File: src/rtl/rpn_stack_ctrl.sv
`default_nettype none
// ============================================================================
// Module   : rpn_stack_ctrl
// Purpose  : Postfix (RPN) expression evaluator that sequences an external
//            stack. Operand tokens are pushed. A binary operator pops the top
//            into b, then replaces the new top with f(a, b) one cycle later.
//            EVAL pops the single remaining value and presents it as the
//            result. Any bounds violation locks the controller in an error
//            state until reset.
// Ports    : clk, rst                      - clock, synchronous active-high reset
//            tok_valid/tok_ready           - token handshake
//            tok_is_op, tok_data           - token kind and payload/opcode
//            stk_push/stk_pop/stk_din      - stack command strobes and write data
//            stk_dout, stk_full            - stack top-of-stack and full flag
//            res_valid, res_data           - result pulse and held result
//            err                           - sticky error flag
// Revision : 1.0 - initial release
// ============================================================================
module rpn_stack_ctrl #(
    parameter int WIDTH = 4,
    parameter int DEPTH = 16
) (
    input  logic             clk,
    input  logic             rst,
    input  logic             tok_valid,
    output logic             tok_ready,
    input  logic             tok_is_op,
    input  logic [WIDTH-1:0] tok_data,
    output logic             stk_push,
    output logic             stk_pop,
    output logic [WIDTH-1:0] stk_din,
    input  logic [WIDTH-1:0] stk_dout,
    input  logic             stk_full,
    output logic             res_valid,
    output logic [WIDTH-1:0] res_data,
    output logic             err
);

    localparam int DW = $clog2(DEPTH + 1);

    localparam logic [DW-1:0] c_depth_full = DW'(DEPTH);
    localparam logic [DW-1:0] c_depth_one  = DW'(1);
    localparam logic [DW-1:0] c_depth_two  = DW'(2);

    localparam logic [1:0] S_IDLE  = 2'd0;
    localparam logic [1:0] S_APPLY = 2'd1;
    localparam logic [1:0] S_ERR   = 2'd2;

    localparam logic [1:0] OP_ADD  = 2'b00;
    localparam logic [1:0] OP_SUB  = 2'b01;
    localparam logic [1:0] OP_EVAL = 2'b11;

    logic [1:0]       r_state;
    logic [DW-1:0]    r_depth;
    logic [WIDTH-1:0] r_b;
    logic [1:0]       r_op;
    logic             r_res_valid;
    logic [WIDTH-1:0] r_res_data;

    logic             w_accept;
    logic [1:0]       w_opcode;
    logic [WIDTH-1:0] w_result;
    logic [1:0]       w_state_nxt;
    logic [DW-1:0]    w_depth_nxt;
    logic             w_push;
    logic             w_pop;
    logic [WIDTH-1:0] w_din;
    logic             w_load_b;
    logic             w_eval;

    // The internal depth counter is authoritative for bounds checks, so the
    // stack's own full flag is deliberately left unused.
    logic             w_unused_full;
    assign w_unused_full = stk_full;

    assign tok_ready = !rst && (r_state == S_IDLE);
    assign w_accept  = tok_valid && tok_ready;
    assign w_opcode  = tok_data[1:0];

    // In APPLY, stk_dout is the deeper operand a; r_b holds the former top.
    always_comb begin
        case (r_op)
            OP_ADD:  w_result = stk_dout + r_b;
            OP_SUB:  w_result = stk_dout - r_b;
            default: w_result = stk_dout * r_b;
        endcase
    end

    always_comb begin
        w_state_nxt = r_state;
        w_depth_nxt = r_depth;
        w_push      = 1'b0;
        w_pop       = 1'b0;
        w_din       = tok_data;
        w_load_b    = 1'b0;
        w_eval      = 1'b0;
        if (!rst) begin
            case (r_state)
                S_IDLE: begin
                    if (w_accept) begin
                        if (!tok_is_op) begin
                            if (r_depth == c_depth_full) begin
                                w_state_nxt = S_ERR;
                            end else begin
                                w_push      = 1'b1;
                                w_depth_nxt = r_depth + c_depth_one;
                            end
                        end else if (w_opcode == OP_EVAL) begin
                            if (r_depth != c_depth_one) begin
                                w_state_nxt = S_ERR;
                            end else begin
                                w_pop       = 1'b1;
                                w_eval      = 1'b1;
                                w_depth_nxt = '0;
                            end
                        end else begin
                            if (r_depth < c_depth_two) begin
                                w_state_nxt = S_ERR;
                            end else begin
                                w_pop       = 1'b1;
                                w_load_b    = 1'b1;
                                w_depth_nxt = r_depth - c_depth_one;
                                w_state_nxt = S_APPLY;
                            end
                        end
                    end
                end
                S_APPLY: begin
                    // push and pop together replace the top with the result
                    w_push      = 1'b1;
                    w_pop       = 1'b1;
                    w_din       = w_result;
                    w_state_nxt = S_IDLE;
                end
                default: begin
                    w_state_nxt = S_ERR;
                end
            endcase
        end
    end

    always_ff @(posedge clk) begin
        if (rst) begin
            r_state     <= S_IDLE;
            r_depth     <= '0;
            r_b         <= '0;
            r_op        <= OP_ADD;
            r_res_valid <= 1'b0;
            r_res_data  <= '0;
        end else begin
            r_state     <= w_state_nxt;
            r_depth     <= w_depth_nxt;
            r_res_valid <= w_eval;
            if (w_load_b) begin
                r_b  <= stk_dout;
                r_op <= w_opcode;
            end
            if (w_eval) begin
                r_res_data <= stk_dout;
            end
        end
    end

    assign stk_push  = w_push;
    assign stk_pop   = w_pop;
    assign stk_din   = w_din;
    assign res_valid = r_res_valid;
    assign res_data  = r_res_data;
    assign err       = (r_state == S_ERR);

endmodule
`default_nettype wire

File: config.mk
export PLATFORM = sky130hd
export DESIGN_NAME = rpn_stack_ctrl
export DESIGN_NICKNAME = d
export VERILOG_FILES = /design/src/rtl/rpn_stack_ctrl.sv
export SDC_FILE = /design/constraint.sdc
export NUM_CORES = 1
export LEC_CHECK = 0
export CORE_MARGIN = 5
export CORE_UTILIZATION = 35
export CTS_BUF_LIST = sky130_fd_sc_hd__clkbuf_16
export DETAILED_ROUTE_END_ITERATION = 7
export DONT_BUFFER_PORTS = 1
export PLACE_DENSITY_LB_ADDON = 0.25
export SLEW_MARGIN = 20
export SYNTH_ARGS = -nofsm -noshare
export SYNTH_HDL_FRONTEND = slang
export SYNTH_SLANG_ARGS = --single-unit
File: constraint.sdc
create_clock -name clk -period 4.7 [get_ports clk]
set_input_delay 0.47 -clock clk [delete_from_list [all_inputs] [get_ports clk]]
set_output_delay 0.47 -clock clk [all_outputs]
set_load 0.01 [all_outputs]
# Word-level counts from Yosys, hierarchy flattened
# Cells that the tools add are included.
dict set report totals {
  out_inout_bits 13
  register_bits 18
  word_cells 68
  input_bits 13
}
dict set report classes {
  mux 37
  multipliers 1
  n_reduce_logical 7
  add_sub_neg 4
  magnitude_cmp 1
  eq_ne 12
}
# op n
set op_table {}
lappend op_table {{two-way mux 5 bit} 5}
lappend op_table {{two-way mux 1 bit} 20}
lappend op_table {{two-way mux 2 bit} 6}
lappend op_table {{two-way mux 4 bit} 2}
lappend op_table {{case mux 4 bit (2 select lines)} 1}
lappend op_table {{inequality test 3 bit, second input constant} 2}
lappend op_table {{adder 5 x 1 -> 5 bit, second input constant} 1}
lappend op_table {{equality test 5 bit, second input constant} 1}
lappend op_table {{less-than comparator 5 x 2 -> 1 bit, second input constant} 1}
lappend op_table {{inequality test 5 x 1 -> 1 bit, second input constant} 1}
lappend op_table {{AND reduction 5 bit} 1}
lappend op_table {{subtractor 5 x 1 -> 5 bit, second input constant} 1}
lappend op_table {{adder 4 bit} 1}
lappend op_table {{equality test 2 x 1 -> 1 bit, second input constant} 2}
lappend op_table {{equality test 2 bit, second input constant} 2}
lappend op_table {{logical NOT 2 bit} 2}
lappend op_table {{multiplier 4 x 4 -> 4 bit} 1}
lappend op_table {{inequality test 2 bit, second input constant} 2}
lappend op_table {{inequality test 4 x 3 -> 1 bit, second input constant} 1}
lappend op_table {{case mux 1 bit (2 select lines)} 2}
lappend op_table {{case mux 2 bit (2 select lines)} 1}
lappend op_table {{subtractor 4 bit} 1}
lappend op_table {{inequality test 3 x 2 -> 1 bit, second input constant} 1}
lappend op_table {{AND reduction 3 bit} 1}
lappend op_table {{2 further kinds} 3}

# Depth between registers and ports, before layout
# Gate-level depths: netlist of the first run.
dict set report depth {
  depth_word 7
  mapped_depth 11
}

# Least setup slack after synthesis of the first run
# No wires, ideal clock.
dict set report synth_path {
  path_type {input to output}
  startpoint {in stk_dout[1]}
  endpoint {out stk_din[3]}
  cell_stages 9
  arrival_ps 1991
  setup_slack_ps 2239
  cell_sequence {inv_1 -> nor2_1 -> ha_1 -> ha_1 -> ha_1 -> xnor2_1 -> xnor2_1 -> xnor2_1 -> o211ai_1}
}
dict set report synth_via {
  elab_chain_len 4
  elab_cells_between_ends 6
  cone_classes {2 x add/sub; 1 x mul; 3 x mux}
}
# element line
set synth_rtl {}
lappend synth_rtl {{start, declared} 32} ;# input logic [WIDTH-1:0] stk_dout,
lappend synth_rtl {{multiplier 4 x 4 -> 4 bit (tied with other cells)} 85} ;# default: w_result = stk_dout * r_b;
lappend synth_rtl {{case mux 4 bit (2 select lines) *} 82} ;# case (r_op)
lappend synth_rtl {{two-way mux 4 bit *} 98} ;# case (r_state)
lappend synth_rtl {{two-way mux 4 bit *} 97} ;# if (!rst) begin
lappend synth_rtl {{end, declared} 31} ;# output logic [WIDTH-1:0] stk_din,
# Every way passes the cells marked *; elsewhere a longest branch is shown, timed or not.

# Final worst setup path of the first run
dict set report layout_path {
  startpoint {reg r_b[0]}
  endpoint {out stk_din[3]}
}
dict set report layout_via {
  elab_chain_len 4
  elab_cells_between_ends 6
  cone_classes {2 x add/sub; 1 x mul; 3 x mux}
}
# element line
set layout_rtl {}
lappend layout_rtl {{start, declared} 55} ;# logic [WIDTH-1:0] r_b;
lappend layout_rtl {{start signal, assigned} 155} ;# r_b <= stk_dout;
lappend layout_rtl {{multiplier 4 x 4 -> 4 bit (tied with other cells)} 85}
lappend layout_rtl {{case mux 4 bit (2 select lines) *} 82}
lappend layout_rtl {{two-way mux 4 bit *} 98}
lappend layout_rtl {{two-way mux 4 bit *} 97}
# Marks and branches as above.

==> results.toml, run 1 <==
[outcome]
status = "finished clean"

[critical_path]
crit_start = "r_b[0]$_SDFFE_PP0P_"
worstPathArrival_ns = 2.38
cp_slowest_stage_delay_ns = 0.44
end_kind = "output port"
cp-start-kind = "flip-flop"
crit_chain = "inv_1 -> ha_1 -> nand2_1 -> o21ai_0 -> inv_1 -> ha_1 -> nor2b_1 -> o21ai_0 -> nor3b_1 -> mux2i_1 -> o211ai_1"
crit_fanout = 7
critPathRequiredTime_ns = 4.23
critical-path-slowest-cell = "dfxtp_1"
worstSetupPathType = "reg2out"
r2r_start = "r_depth[1]$_SDFFE_PP0P_"

[sta]
rsz0062_at_grt = "false"
fin_crit_ns = 2.85
min_period_over_period = 0.606
skew_ns = 0.00217
worst_slack_ns = 1.85
fmax_mhz = 351
tns_ns = 0
worstMarginPinSlew_ns = 0.716
maxSlewViolCount = 0
setup_viol = 0
hold_viol = 0
slew_headroom = 0.518

[grt]
track_usage = 0.116
grt_overflow = 0
grt_pass1_vias = 1079
antenna_found_initial = 0
grt_pass1_wl_um = 5000
grt_max_degree = 21

[routing]
viasPerCell = 5.22
firstDrtPassIters = 6
vias = 1128
routedWlPerCell_um = 14.0
ant_nets = 0
drt_wl_total_um = 3030
drt-initial-drc-count = 26
drc = 0

[synth]
synth_area_per_cell_um2 = 8.38
yosysSeqAreaShare = 0.254
syn_inst = 169
syn_area_um2 = 1420
ys.flop_type = "dfxtp_1"
synth_fp_nets = 196
synthDistinctLibCells = 39
ys_ff_latch = 18
yosysWarnings = 0
ys_async_sr_fraction = 0
synth_edf_count = 0

[cts]
post_cts_buffers = 0
cts.sinks = 18
cts_max_level = 1
cts_tree = "built"
numCtsBuffers = 3
clk_latency_ns = 0.24
hold_buffers = 0
clkTransAtPathRegs_ns = 0.05
clk_path_buf_depth = 2
cts_root_buffer = "clkbuf_16"
post_cts_resized = 0

[min_path]
holdCritStartpoint = "rst"
hp-class = "in2reg"

[floorplan]
dieWidth_um = 73.6
core_um2 = 3970
start_util = 0.357
die_y_um = 73.6
die_area_um2 = 5420
io_pins = 26
row_count = 23

[cells_and_area]
final_common_cell = "nor2_1"
final_cell_mix = "nor2_1, dfxtp_1, ha_1"
area_delta_synth_final_pct = 7.07
layout-drive-gt1-share = 0.0663
fill_cells = 416
postLayoutCellArea_um2 = 1520
diodes = 0
nNetsFinal = 194

[placement]
post_dp_cell_area_um2 = 1440
hpwl_um = 2340
gp_congestion = 0.856
io_buffers = 0
preCtsSetupSlack_ns = 2.08

[power_and_ir_drop]
power_density_nw_per_um2 = 255
leakagePower_nw = 0.578
irDropWorstVdd_mv = 0.136
total_power_w = 0.000387

[run]
maxCapViolCount = 0
==> cells by family (layout without fill, tap and decap cells) <==
family	count (synthesis)	in the layout	synth area share
flops	18	18	0.254
mux	12	12	0.0848
fa+ha+maj	14	14	0.129
xor+xnor	13	13	0.0804
simple gates	60	60	0.231
buf+inv	15	12	0.0504
compound gates	37	37	0.171
==> worst max-delay path, delay by kind of cell, from the launching register on <==
| family | cells | cell delay (ns) |
|---|---|---|
| mux | 1 | 0.09 |
| buf+inv | 2 | 0.17 |
| compound gates | 3 | 0.50 |
| fa+ha+maj | 2 | 0.55 |
| flops | 1 | 0.44 |
| simple gates | 3 | 0.37 |
==> power breakdown <==
| part | internal [W] | switching [W] | leakage, nW |
|---|---|---|---|
| Sequential | 0.000157 | 0.00000731 | 0.146 |
| Clock | 0.000113 | 0.0000543 | 0.0385 |
| Combinational | 0.0000247 | 0.0000316 | 0.393 |
==> stage by stage <==
| step | utilization | hold WS, ns | cells |
|---|---|---|---|
| detailed placement | 0.362 | 0.485 | 212 |
| global route | 0.382 | 0.281 | 216 |
| floorplan | - | 0.462 | 169 |
| global placement | 0.362 | 0.479 | 212 |
| CTS | 0.382 | 0.284 | 216 |
| finish | 0.382 | 0.287 | 216 |
==> Yosys cell counts (5+ instances only) <==
cell | instances | area share
inv_1 | 8 | 0.021
o21ai_0 | 9 | 0.032
ha_1 | 13 | 0.11
mux2i_1 | 12 | 0.085
nor2_1 | 23 | 0.061
xor2_1 | 5 | 0.031
nand2_1 | 10 | 0.027
clkbuf_1 | 5 | 0.013
xnor2_1 | 8 | 0.049
nand2b_1 | 5 | 0.022
a21oi_1 | 12 | 0.042
dfxtp_1 | 18 | 0.25
==> metal layers <==
metal	share of wire	GRT usage	up-vias
met1	0.48	0.142	527
met4	0.0043	0.0362	0
met2	0.47	0.201	15
li1	-	-	584
met3	0.040	0.0246	2
met5	0	0	-
==> final timing paths <==
path	end	slack, ns	cells after the start
hold / removal	r_depth[4]$_SDFFE_PP0P_	0.29	1
setup / recovery	stk_din[3]	1.85	11
setup reg to reg	res_data[0]$_SDFFE_PP0P_	2.67	6
hold reg to reg	r_b[3]$_SDFFE_PP0P_	0.49	2
==> flip-flops by register name, summed over array words and instances, names as in the netlist <==
register and cells:
res_valid 1, r_b 4, r_depth 5, r_state 2, res_data 4, r_op 2
==> final cells by class <==
class | count | area (µm²) | share of cell area
clock buffers | 3 | 75.1 | 0.0495
clock inverters | 1 | 3.75 | 0.00248
inverters | 8 | 30.0 | 0.0198
multi-input cells | 136 | 985 | 0.649
flip-flops and latches | 18 | 360 | 0.238
well taps | 50 | 62.6 | 0.0413
Power figures use the tool's default switching activity.
==> inputs of run 2 (changes only) <==
clock period = 2.7 ns   (was 4.7 ns; I/O delays follow)
==> run 2 against run 1 <==
- cell count up 1.4%
- combinational power increased by 78%
- clock skew hardly changed
- clock power increased by 77%
- critical path depth down 3
- global-route usage up 0.62 points
- design area increased by 1.9%
- sequential share of layout area fell by 0.36 points
- worst hold slack lost 0.20 ns
- routed wire length increased by 0.99%
- utilization up 0.72 points
- die area is the same
- largest power group unchanged
- highest routed layer unchanged
==> results.toml, run 2 (same netlist as run 1, synthesis figures left out) <==
[outcome]
status = "finished clean"

[cells_and_area]
final_cell_mix = "nor2_1, dfxtp_1, ha_1"
postLayoutCellArea_um2 = 1550
nNetsFinal = 197
layout-drive-gt1-share = 0.0947
diodes = 0
area_delta_synth_final_pct = 9.10
final_common_cell = "nor2_1"
largest_register_ff_count = 5
top_register = "r_depth"

[grt]
grt_pass1_vias = 1139
track_usage = 0.122
antenna_found_initial = 0
grt_max_degree = 21
grt_overflow = 0
grt_pass1_wl_um = 5270

[floorplan]
dieWidth_um = 73.6
row_count = 23
die_y_um = 73.6
core_um2 = 3970
die_area_um2 = 5420
start_util = 0.357
io_pins = 26

[placement]
hpwl_um = 2420
post_dp_cell_area_um2 = 1460
gp_congestion = 0.853
io_buffers = 0

[critical_path]
r2r_start = "r_depth[1]$_SDFFE_PP0P_"
cp-start-kind = "flip-flop"
rrSetupSlack_ns = 0.68
worstSetupPathType = "reg2out"
crit_fanout = 5
end_kind = "output port"
worstPathArrival_ns = 2.23
critPathRequiredTime_ns = 2.43
worstRegToRegCells = 7
worstReg2RegEnd = "r_depth[3]$_SDFFE_PP0P_"

[cts]
cts_tree = "built"
cts_max_level = 1
clk_path_buf_depth = 2
clk_latency_ns = 0.25
cts_root_buffer = "clkbuf_16"
post_cts_buffers = 0
numCtsBuffers = 3
clkTransAtPathRegs_ns = 0.05
cts.sinks = 18

[run]
maxCapViolCount = 0

[sta]
hold_viol = 0
skew_ns = 0.00186
fmax_mhz = 401
min_period_over_period = 0.924
fin_crit_ns = 2.50
worstMarginPinSlew_ns = 0.673
tns_ns = 0
slew_headroom = 0.547
setup_viol = 0
rsz0062_at_grt = "false"
maxSlewViolCount = 0

[min_path]
hold_depth = 1
holdCritStartpoint = "rst"
hold_end = "r_b[1]$_SDFFE_PP0P_"
hp-class = "in2reg"

[power_and_ir_drop]
power_density_nw_per_um2 = 440
leakagePower_nw = 0.595
irDropWorstVdd_mv = 0.247

[routing]
routedWlPerCell_um = 13.9
drt-initial-drc-count = 39
viasPerCell = 5.35
drt_wl_total_um = 3060
ant_nets = 0
vias = 1171
drc = 0
firstDrtPassIters = 4
==> run 2: changes by cell type in the layout (fill, tap and decap cells not counted), sizes merged <==
cell and change:
buf +3
==> run 2: power breakdown <==
part           switching (W)  total (W)  leakage, nW  internal (W)
combinational      0.0000559   0.000100        0.411     0.0000441
sequential         0.0000122   0.000285        0.146      0.000272
clock              0.0000991   0.000296       0.0385      0.000197
==> run 2: layer usage <==
metal | track usage | share of wire | vias to the layer above
li1 | - | - | 593
met1 | 0.153 | 0.45 | 552
met2 | 0.209 | 0.49 | 22
met3 | 0.0260 | 0.041 | 4
met4 | 0.0362 | 0.010 | 0
met5 | 0 | 0 | -
==> run 2: timing repair <==
item	4_1_cts	5_1_grt
endpoints found under the setup margin	0	1
resized for setup	0	4
hold buffers	0	0
==> run 2: critical path: stages (launching register included) <==
cell and delay (ns):
dfxtp_1 0.35, and2_1 0.17, ha_1 0.29, ha_1 0.30
ha_1 0.19, xnor2_1 0.13, xnor2_1 0.18, xnor2_1 0.08
o211ai_1 0.29
==> run 2: layout make-up <==
class	instances	area (µm²)
clock buffer	3	75.1
inverter	8	30.0
sequential	18	362
tap	50	62.6
multi-input combinational	136	990
timing repair buffer	3	22.5
clock inverter	1	3.75
fill	427	2430
==> run 2: worst max path at each step <==
stage | start | end | slack (ns) | cells past startpoint
floorplan | r_op[1]$_SDFFE_PP0P_ | stk_din[3] | 0.51 | 10
global placement | r_op[1]$_SDFFE_PP0P_ | stk_din[3] | 0.41 | 9
detailed placement | r_op[1]$_SDFFE_PP0P_ | stk_din[3] | 0.31 | 9
CTS | r_op[1]$_SDFFE_PP0P_ | stk_din[3] | 0.06 | 9
global route | r_op[1]$_SDFFE_PP0P_ | stk_din[3] | 0.04 | 10
finish | r_b[2]$_SDFFE_PP0P_ | stk_din[3] | 0.20 | 8
==> run 2: stage by stage <==
stage	total power, W	hold slack (ns)	cells	worst slack, ns	util
after floorplan	0.000380	0.406	169	0.508	-
after global placement	0.000387	0.342	215	0.415	0.368
after detailed placement	0.000389	0.343	215	0.312	0.368
after CTS	0.000687	0.0831	219	0.0562	0.388
after global routing	0.000716	0.0804	219	0.0353	0.389
final	0.000680	0.0853	219	0.204	0.389
